**src/rtl/fifo_pkg.sv**
```systemverilog
// Shared defaults and elaboration helpers for the async FIFO read side.
package fifo_pkg;
  localparam int DATA_WIDTH_DEF = 8;

  // Width needed to hold a count from 0 up to and including depth.
  function automatic int cnt_w(input int depth);
    return $clog2(depth + 1);
  endfunction

  // The credit scheme needs at least one slot beyond the words in flight.
  function automatic bit depth_ok(input int depth, input int lat);
    return depth >= lat + 1;
  endfunction
endpackage

```
**src/rtl/rd_lat_pipe.sv**
```systemverilog
// Valid shift register tracking accepted pops until their memory data returns.
module rd_lat_pipe #(
  parameter int Latency = 1
) (
  input  logic               clk,
  input  logic               rstn,
  input  logic               in_vld,
  output logic [Latency-1:0] vld_pipe
);
  always_ff @(posedge clk or negedge rstn) begin
    if (!rstn) begin
      vld_pipe <= '0;
    end else begin
      vld_pipe[0] <= in_vld;
      for (int i = 1; i < Latency; i++) vld_pipe[i] <= vld_pipe[i-1];
    end
  end
endmodule

```
**src/rtl/rd_fwft_stage.sv**
```systemverilog
// FWFT output stage: issues pops against a credit limit and buffers the
// returning memory data in a small circular buffer.
module rd_fwft_stage
  import fifo_pkg::*;
#(
  parameter int Data_Width   = DATA_WIDTH_DEF,
  parameter int Read_Latency = 1,
  parameter int Out_Depth    = 3
) (
  input  logic                            rd_clk,
  input  logic                            rd_rstn,
  input  logic                            fifo_empty,
  output logic                            fifo_rd_en,
  input  logic [Data_Width-1:0]           mem_rdata,
  output logic [Data_Width-1:0]           out_data,
  output logic                            out_valid,
  input  logic                            out_ready,
  output logic [cnt_w(Out_Depth)-1:0]     out_count
);
  localparam int CW = cnt_w(Out_Depth);
  localparam int RW = CW + 2;
  localparam int PW = (Out_Depth > 1) ? $clog2(Out_Depth) : 1;

  generate
    if (!depth_ok(Out_Depth, Read_Latency)) begin : g_bad_depth
      $error("rd_fwft_stage: Out_Depth must be >= Read_Latency+1");
    end
  endgenerate

  logic                    rst_done;
  logic [Read_Latency-1:0] vld_pipe;
  logic [RW-1:0]           reserved;
  logic                    pop, cap, cons;
  logic [PW-1:0]           head, tail;
  logic [Data_Width-1:0]   dbuf [Out_Depth];

  rd_lat_pipe #(.Latency(Read_Latency)) u_lat_pipe (
    .clk      (rd_clk),
    .rstn     (rd_rstn),
    .in_vld   (pop),
    .vld_pipe (vld_pipe)
  );

  // Credits count both buffered words and words still inside the memory read.
  always_comb begin
    reserved = RW'(out_count);
    for (int i = 0; i < Read_Latency; i++) reserved = reserved + RW'(vld_pipe[i]);
  end

  assign fifo_rd_en = rst_done & (reserved < RW'(Out_Depth));
  assign pop        = fifo_rd_en & ~fifo_empty;
  assign cap        = vld_pipe[Read_Latency-1];
  assign out_valid  = (out_count != '0);
  assign cons       = out_valid & out_ready;
  assign out_data   = dbuf[head];

  function automatic logic [PW-1:0] nxt(input logic [PW-1:0] p);
    return (p == PW'(Out_Depth - 1)) ? '0 : p + PW'(1);
  endfunction

  always_ff @(posedge rd_clk or negedge rd_rstn) begin
    if (!rd_rstn) begin
      rst_done  <= 1'b0;
      head      <= '0;
      tail      <= '0;
      out_count <= '0;
      for (int i = 0; i < Out_Depth; i++) dbuf[i] <= '0;
    end else begin
      rst_done <= 1'b1;
      if (cap) begin
        dbuf[tail] <= mem_rdata;
        tail       <= nxt(tail);
      end
      if (cons) head <= nxt(head);
      if (cap && !cons)      out_count <= out_count + CW'(1);
      else if (cons && !cap) out_count <= out_count - CW'(1);
    end
  end
endmodule

```
**config.mk**
```make
export PLATFORM = sky130hd
export DESIGN_NAME = rd_fwft_stage
export DESIGN_NICKNAME = d
export VERILOG_FILES = /design/src/rtl/fifo_pkg.sv /design/src/rtl/rd_lat_pipe.sv /design/src/rtl/rd_fwft_stage.sv
export SDC_FILE = /design/constraint.sdc
export NUM_CORES = 1
export LEC_CHECK = 0
export CAP_MARGIN = 20
export CORE_ASPECT_RATIO = 1.25
export CORE_MARGIN = 4
export CORE_UTILIZATION = 51
export DETAILED_ROUTE_END_ITERATION = 8
export GPL_ROUTABILITY_DRIVEN = 0
export GPL_TIMING_DRIVEN = 0
export HOLD_SLACK_MARGIN = 0.1
export PLACE_DENSITY = 0.74
export SLEW_MARGIN = 10
export SYNTH_ARGS = -nofsm -noshare
export SYNTH_HDL_FRONTEND = slang
export SYNTH_SLANG_ARGS = --single-unit
```
**constraint.sdc**
```tcl
create_clock -name rd_clk -period 1.81 [get_ports rd_clk]
set_input_delay 0.362 -clock rd_clk [delete_from_list [all_inputs] [get_ports rd_clk]]
set_output_delay 0.362 -clock rd_clk [all_outputs]
set_load 0.005 [all_outputs]
```
==> results of run 1 <==
[cells in the final DEF (no fill, tap or decap), types with 5 or more instances in the layout]
cell type        instances
dfrtp_1                 31
mux2_2                  24
clkdlybuf4s50_1         12
buf_2                    9
mux2i_1                  8
o21ai_1                  7
clkbuf_4                 6
nand2_1                  5
[kinds of logic (layout without fill, tap and decap cells)]
kind of cell | count (synthesis) | count (layout) | share of synthesized area [%]
DFF | 32 | 32 | 56.39
muxes | 32 | 32 | 24.67
xor gates and xnor gates | 3 | 3 | 1.851
buffers and inverters | 7 | 44 | 2.466
AOI/OAI and AO/OA | 14 | 14 | 5.462
adders and majority gates | 3 | 3 | 2.643
other | 1 | 1 | 0.2641
and+or+nand+nor | 18 | 18 | 6.255
[state kept, by name, indices dropped and copies added, names as in the netlist]
name	cells
dbuf	24
head	2
out_count	2
rst_done	1
tail	2
u_lat_pipe.vld_pipe	1
[worst paths after layout]
path | to | start | cells after the start
min reg2reg | dbuf[8]$_DFFE_PN0P_ | dbuf[8]$_DFFE_PN0P_ | 1
min in group asynchronous | dbuf[0]$_DFFE_PN0P_ | rd_rstn | 2
max in group asynchronous | out_count[0]$_DFFE_PN0P_ | rd_rstn | 2
max reg2reg | out_count[1]$_DFFE_PN0P_ | out_count[0]$_DFFE_PN0P_ | 6
max | fifo_rd_en | u_lat_pipe.vld_pipe$_DFF_PN0_ | 4
min | dbuf[8]$_DFFE_PN0P_ | dbuf[8]$_DFFE_PN0P_ | 1
[repair_timing]
item | in CTS | in global routing
hold buffers | 1 | 0
endpoints found under the hold margin | 32 | 0
resized for setup | 50 | 11
endpoints found under the setup margin | 10 | 7
buffers inserted | 5 | 1
pin swaps | 1 | 6
[area by class of cell]
type                    instances  area share, %
plain buffers                   4          2.038
clock buffers                   7          3.533
inverters                       3         0.6114
multi-input cells              71          34.24
flip-flops and latches         32          43.55
well taps                      34          2.310
repair buffers                 30          13.72
[worst max-delay path, stage by stage (launching register included)]
cell and delay [ps]:
dfrtp_1 420, ha_4 180, ha_4 210, a211oi_2 220
buf_2 150
[where the power goes]
group | switching, mW | internal (mW)
clock network | 0.224 | 0.220
logic | 0.579 | 0.853
registers | 0.227 | 1.07
[per-layer routing]
| layer | vias to the layer above | global-route usage (%) | routed length [um] |
|---|---|---|---|
| li1 | 458 | - | - |
| met1 | 478 | 18.98 | 1095 |
| met5 | - | 0 | 0 |
| met3 | 8 | 4.922 | 97 |
| met4 | 0 | 10.94 | 76 |
| met2 | 19 | 27.66 | 1387 |
==> run metrics, run 1 <==
outcome=complete, but fails checks; failing checks=setup timing; Die H=approximately 67 um; max-cap violations=0; Syn-to-layout area delta=29.69%; Final Power=about 3.2 mW; via count=963; Fin Clk Skew=8.274 ps; top_reg_cell synth=dfrtp_1; Core ar.=2680 um^2; DP HPWL=1706 um; number of fill cells=roughly 210; worst slew pin tran=696.1 ps; vias in the first global route=940; Avg Cell Area, Syn=12.91 um^2; DR pass1 iterations=3; gr ovfl total=0; Peak Freq=around 0.54 GHz; top-count cell post-synth=dfrtp_1; Skew-Pair Late Insertion Delay=~330 ps; final setup fails=1; # diodes=0; TritonCTS clock tree=done; hold slack final=about 510 ps; Row Count=21; # H-tree levels=2; Syn Inst Count=110; non-filler cells, final=approximately 180; synth top area cells=dfrtp_1 56%, mux2_2 19%, mux2i_1 5.6%; WP data required=about 1500 ps; placed cells=~170; Total Routed Length=about 2700 um; Post-synth ARST share=between 90% and 100%; Post-synth top cells=32 x dfrtp_1, 24 x mux2_2, 11 x o21ai_0; top-area cell type share of the netlist area=56.39%; Synth Register Bits=32; R2R Setup Slk=120 ps; final worst setup slack=-47.69 ps; Total GRT Usage=about 17%; number of routed nets with antenna violations=0; final hold vios=0; first-pass GRT wire length=between 4000 and 5000 um; WL/cell=14.68 um; cts bufs inserted=5; Yosys top cell by area=dfrtp_1; register clock-pin slew on the reported worst setup and hold paths=90 ps; crit end category=output port; vias per inst=5.320; Peak VDD IR=slightly above 0.0009 V; Port Buffers=23; Final #Nets=about 160; Final Critical Period=1858 ps; worst hold-check path type=reg -> reg; Post-Place Worst Slack=-323.1 ps; post-route DRC violation count=0; largest net degree at the start of global routing=33; Layout Utilization=68.72%; period utilization=102.6%; Synth Cell Area=1420 um^2; setup_tns=-47.69 ps; die area=approximately 3700 um^2; initial antenna violation count=0; Seq/Total Area, Yosys=a little under three fifths; Startpoint Class=flop; area of the multi-input gates=630.6 um^2; Syn Nets=125; clock tree buffer depth=2; Initial Util=a little over half; Area after DPL=between 1500 and 2000 um^2; CTS root buf=clkbuf_4; fin. max-slew vios=0; num ports=24; PD cells=1722 nW/um^2; number of synthesized flops with an enable pin=0; Rel. slew slack=53.59%; leak pwr=0.8230 nW; Yosys cell types=24; crit-path max FO=2; Clock Sinks=32; RSZ-0062 raised after global routing=true; Synth Warn #=0; die span in x=between 50 and 60 um; post-route cell area=approximately 1800 um^2; worst endpoint data arrival time=about 1500 ps; CP Class=reg -> out; sequential cell area=802.0 um^2; share of layout cells above drive strength 1=40.82%; DR iter-0 viols=9
Power figures use the tool's default switching activity.
==> run 2, diff against run 1 <==
- CTS_CLUSTER_SIZE: not set -> 28
==> results of run 2 <==
Same layout as run 1: the final DEF is identical, and so are final timing and power.
==> run 3, diff against run 2 <==
- CORE_MARGIN: 4 -> not set
- CORE_UTILIZATION: 51 -> 55
- PLACE_DENSITY: 0.74 -> 0.79
- clock period: 1.81 -> 2.2 ns (I/O delays scaled with it)
==> run 3 against run 2 <==
- the run now ends clean
- final cell count down 2.2%
- wire length up 2.7%
- largest power group unchanged
- clock power down 21%
- power down 19%
- via count down 2.5%
- largest cell class unchanged
- worst hold slack worse by 370 ps
- sequential power down 20%
- first-iteration DRC count up 78%
- die area down 25%
- count of clock-buffer cells in the layout up 1
- final area down 2.4%
- critical path type unchanged
==> run metrics, run 3 (same netlist as run 1, synthesis figures left out) <==
hold slack final=between 100 and 150 ps; post-route DRC violation count=0; setup_tns=0 ps; via count=about 940; worst slew pin tran=818.9 ps; Skew-Pair Late Insertion Delay=roughly 340 ps; CP Class=reg -> out; # diodes=0; WL/cell=roughly 15 um; DR pass1 iterations=5; most common cell after layout, fill and taps aside=dfrtp_1; period utilization=between 90 and 100%; cts bufs inserted=5; die area=roughly 2800 um^2; worst endpoint data arrival time=between 1500 and 2000 ps; RSZ-0062 raised after global routing=false; WP data required=about 1800 ps; DP HPWL=approximately 1800 um; worst hold-check path type=in -> async; reg2reg end=out_count[1]$_DFFE_PN0P_; Biggest register=dbuf; Total GRT Usage=a little under a quarter; # H-tree levels=2; num ports=24; outcome=finished clean; die span in x=between 40 and 50 um; post-route cell area=approximately 1800 um^2; worst r2r src=out_count[0]$_DFFE_PN0P_; crit end category=output port; final setup fails=0; Die H=~60 um; leak pwr=about 0.87 nW; Fin Clk Skew=~14 ps; vias per inst=between 5 and 6; share of layout cells above drive strength 1=roughly 30%; Peak Freq=0.4691 GHz; Final #Nets=between 150 and 200; highest-count cells in the layout ignoring fill and taps=31 x dfrtp_1, 24 x mux2_2, 14 x clkdlybuf4s50_1; number of fill cells=around 180; Row Count=20; Syn-to-layout area delta=26.61%; final hold vios=0; number of routed nets with antenna violations=0; R2R Setup Slk=~480 ps; Initial Util=58.51%; Final Critical Period=between 2000 and 2500 ps; Total Routed Length=about 2700 um; Post-CTS Hold Buffers=0; fin. max-slew vios=0; Clock Sinks=32; max reg flops=24; crit-path max FO=10; vias in the first global route=a little under 1000; first-pass GRT wire length=approximately 4400 um; Rel. slew slack=between 40% and 50%; CTS root buf=clkbuf_4; PD cells=about 1400 nW/um^2; largest net degree at the start of global routing=33; Core ar.=2427 um^2; Layout Utilization=between 70 and 80%; Startpoint Class=flop; initial antenna violation count=0; Port Buffers=23; Peak VDD IR=0.001022 V; max-cap violations=0; R2R cell count=6; clock tree buffer depth=2; Area after DPL=about 1700 um^2; gr ovfl total=0; TritonCTS clock tree=done; register clock-pin slew on the reported worst setup and hold paths=100 ps; DR iter-0 viols=16
run 3: layer usage:
metal / share of wire (%) / global-route usage (%) / vias up
met2: 50 / 36.40 / 19
met5: 0 / 0 / -
met1: 44 / 30.20 / 466
li1: - / - / 446
met4: 2.2 / 9.796 / 0
met3: 3.5 / 4.601 / 8
run 3: area by class of cell:
class                           instances  area (um^2)  share of cell area (%)
Tap cell                               33        41.29                   2.296
Inverter                                3        11.26                  0.6263
Buffer                                  4        35.03                   1.949
Clock buffer                            8        58.81                   3.271
Timing Repair Buffer                   26        260.3                   14.47
Multi-Input combinational cell         71        589.3                   32.78
Sequential cell                        32        802.0                   44.61
run 3: through the flow:
stage               power, mW  worst slack [ps]  instances
floorplan               1.668             562.8        110
global placement        2.137             38.06        166
detailed placement      2.209            -33.71        166
CTS                     2.602             9.223        176
global route            2.747             15.71        177
finish                  2.564             68.46        177
run 3: worst max path at each step:
stage,from,endpoint,cells past startpoint
floorplan,out_count[0]$_DFFE_PN0P_,fifo_rd_en,3
global route,head[0]$_DFFE_PN0P_,out_data[2],4
global placement,out_count[0]$_DFFE_PN0P_,fifo_rd_en,4
CTS,head[0]$_DFFE_PN0P_,out_data[6],5
detailed placement,out_count[0]$_DFFE_PN0P_,fifo_rd_en,4
finish,head[0]$_DFFE_PN0P_,out_data[2],4
run 3: what timing repair did:
| action | 4_1_cts | 5_1_grt |
|---|---|---|
| buffers inserted | 2 | 1 |
| cloned | 0 | 0 |
| endpoints found under the hold margin | 0 | 0 |
| resized for setup | 8 | 12 |
| endpoints found under the setup margin | 9 | 9 |
run 3: worst max-delay path, cell delays in order (launching register included):
cell	delay (ps)
dfrtp_1	420
buf_6	170
mux2i_1	120
o21ai_0	130
clkdlybuf4s50_1	520
run 3: report_power, final:
part | total (mW) | switching (mW) | internal [mW]
logic | 1.17 | 0.459 | 0.713
clock network | 0.351 | 0.193 | 0.158
registers | 1.04 | 0.163 | 0.878
total | 2.56 | 0.815 | 1.75
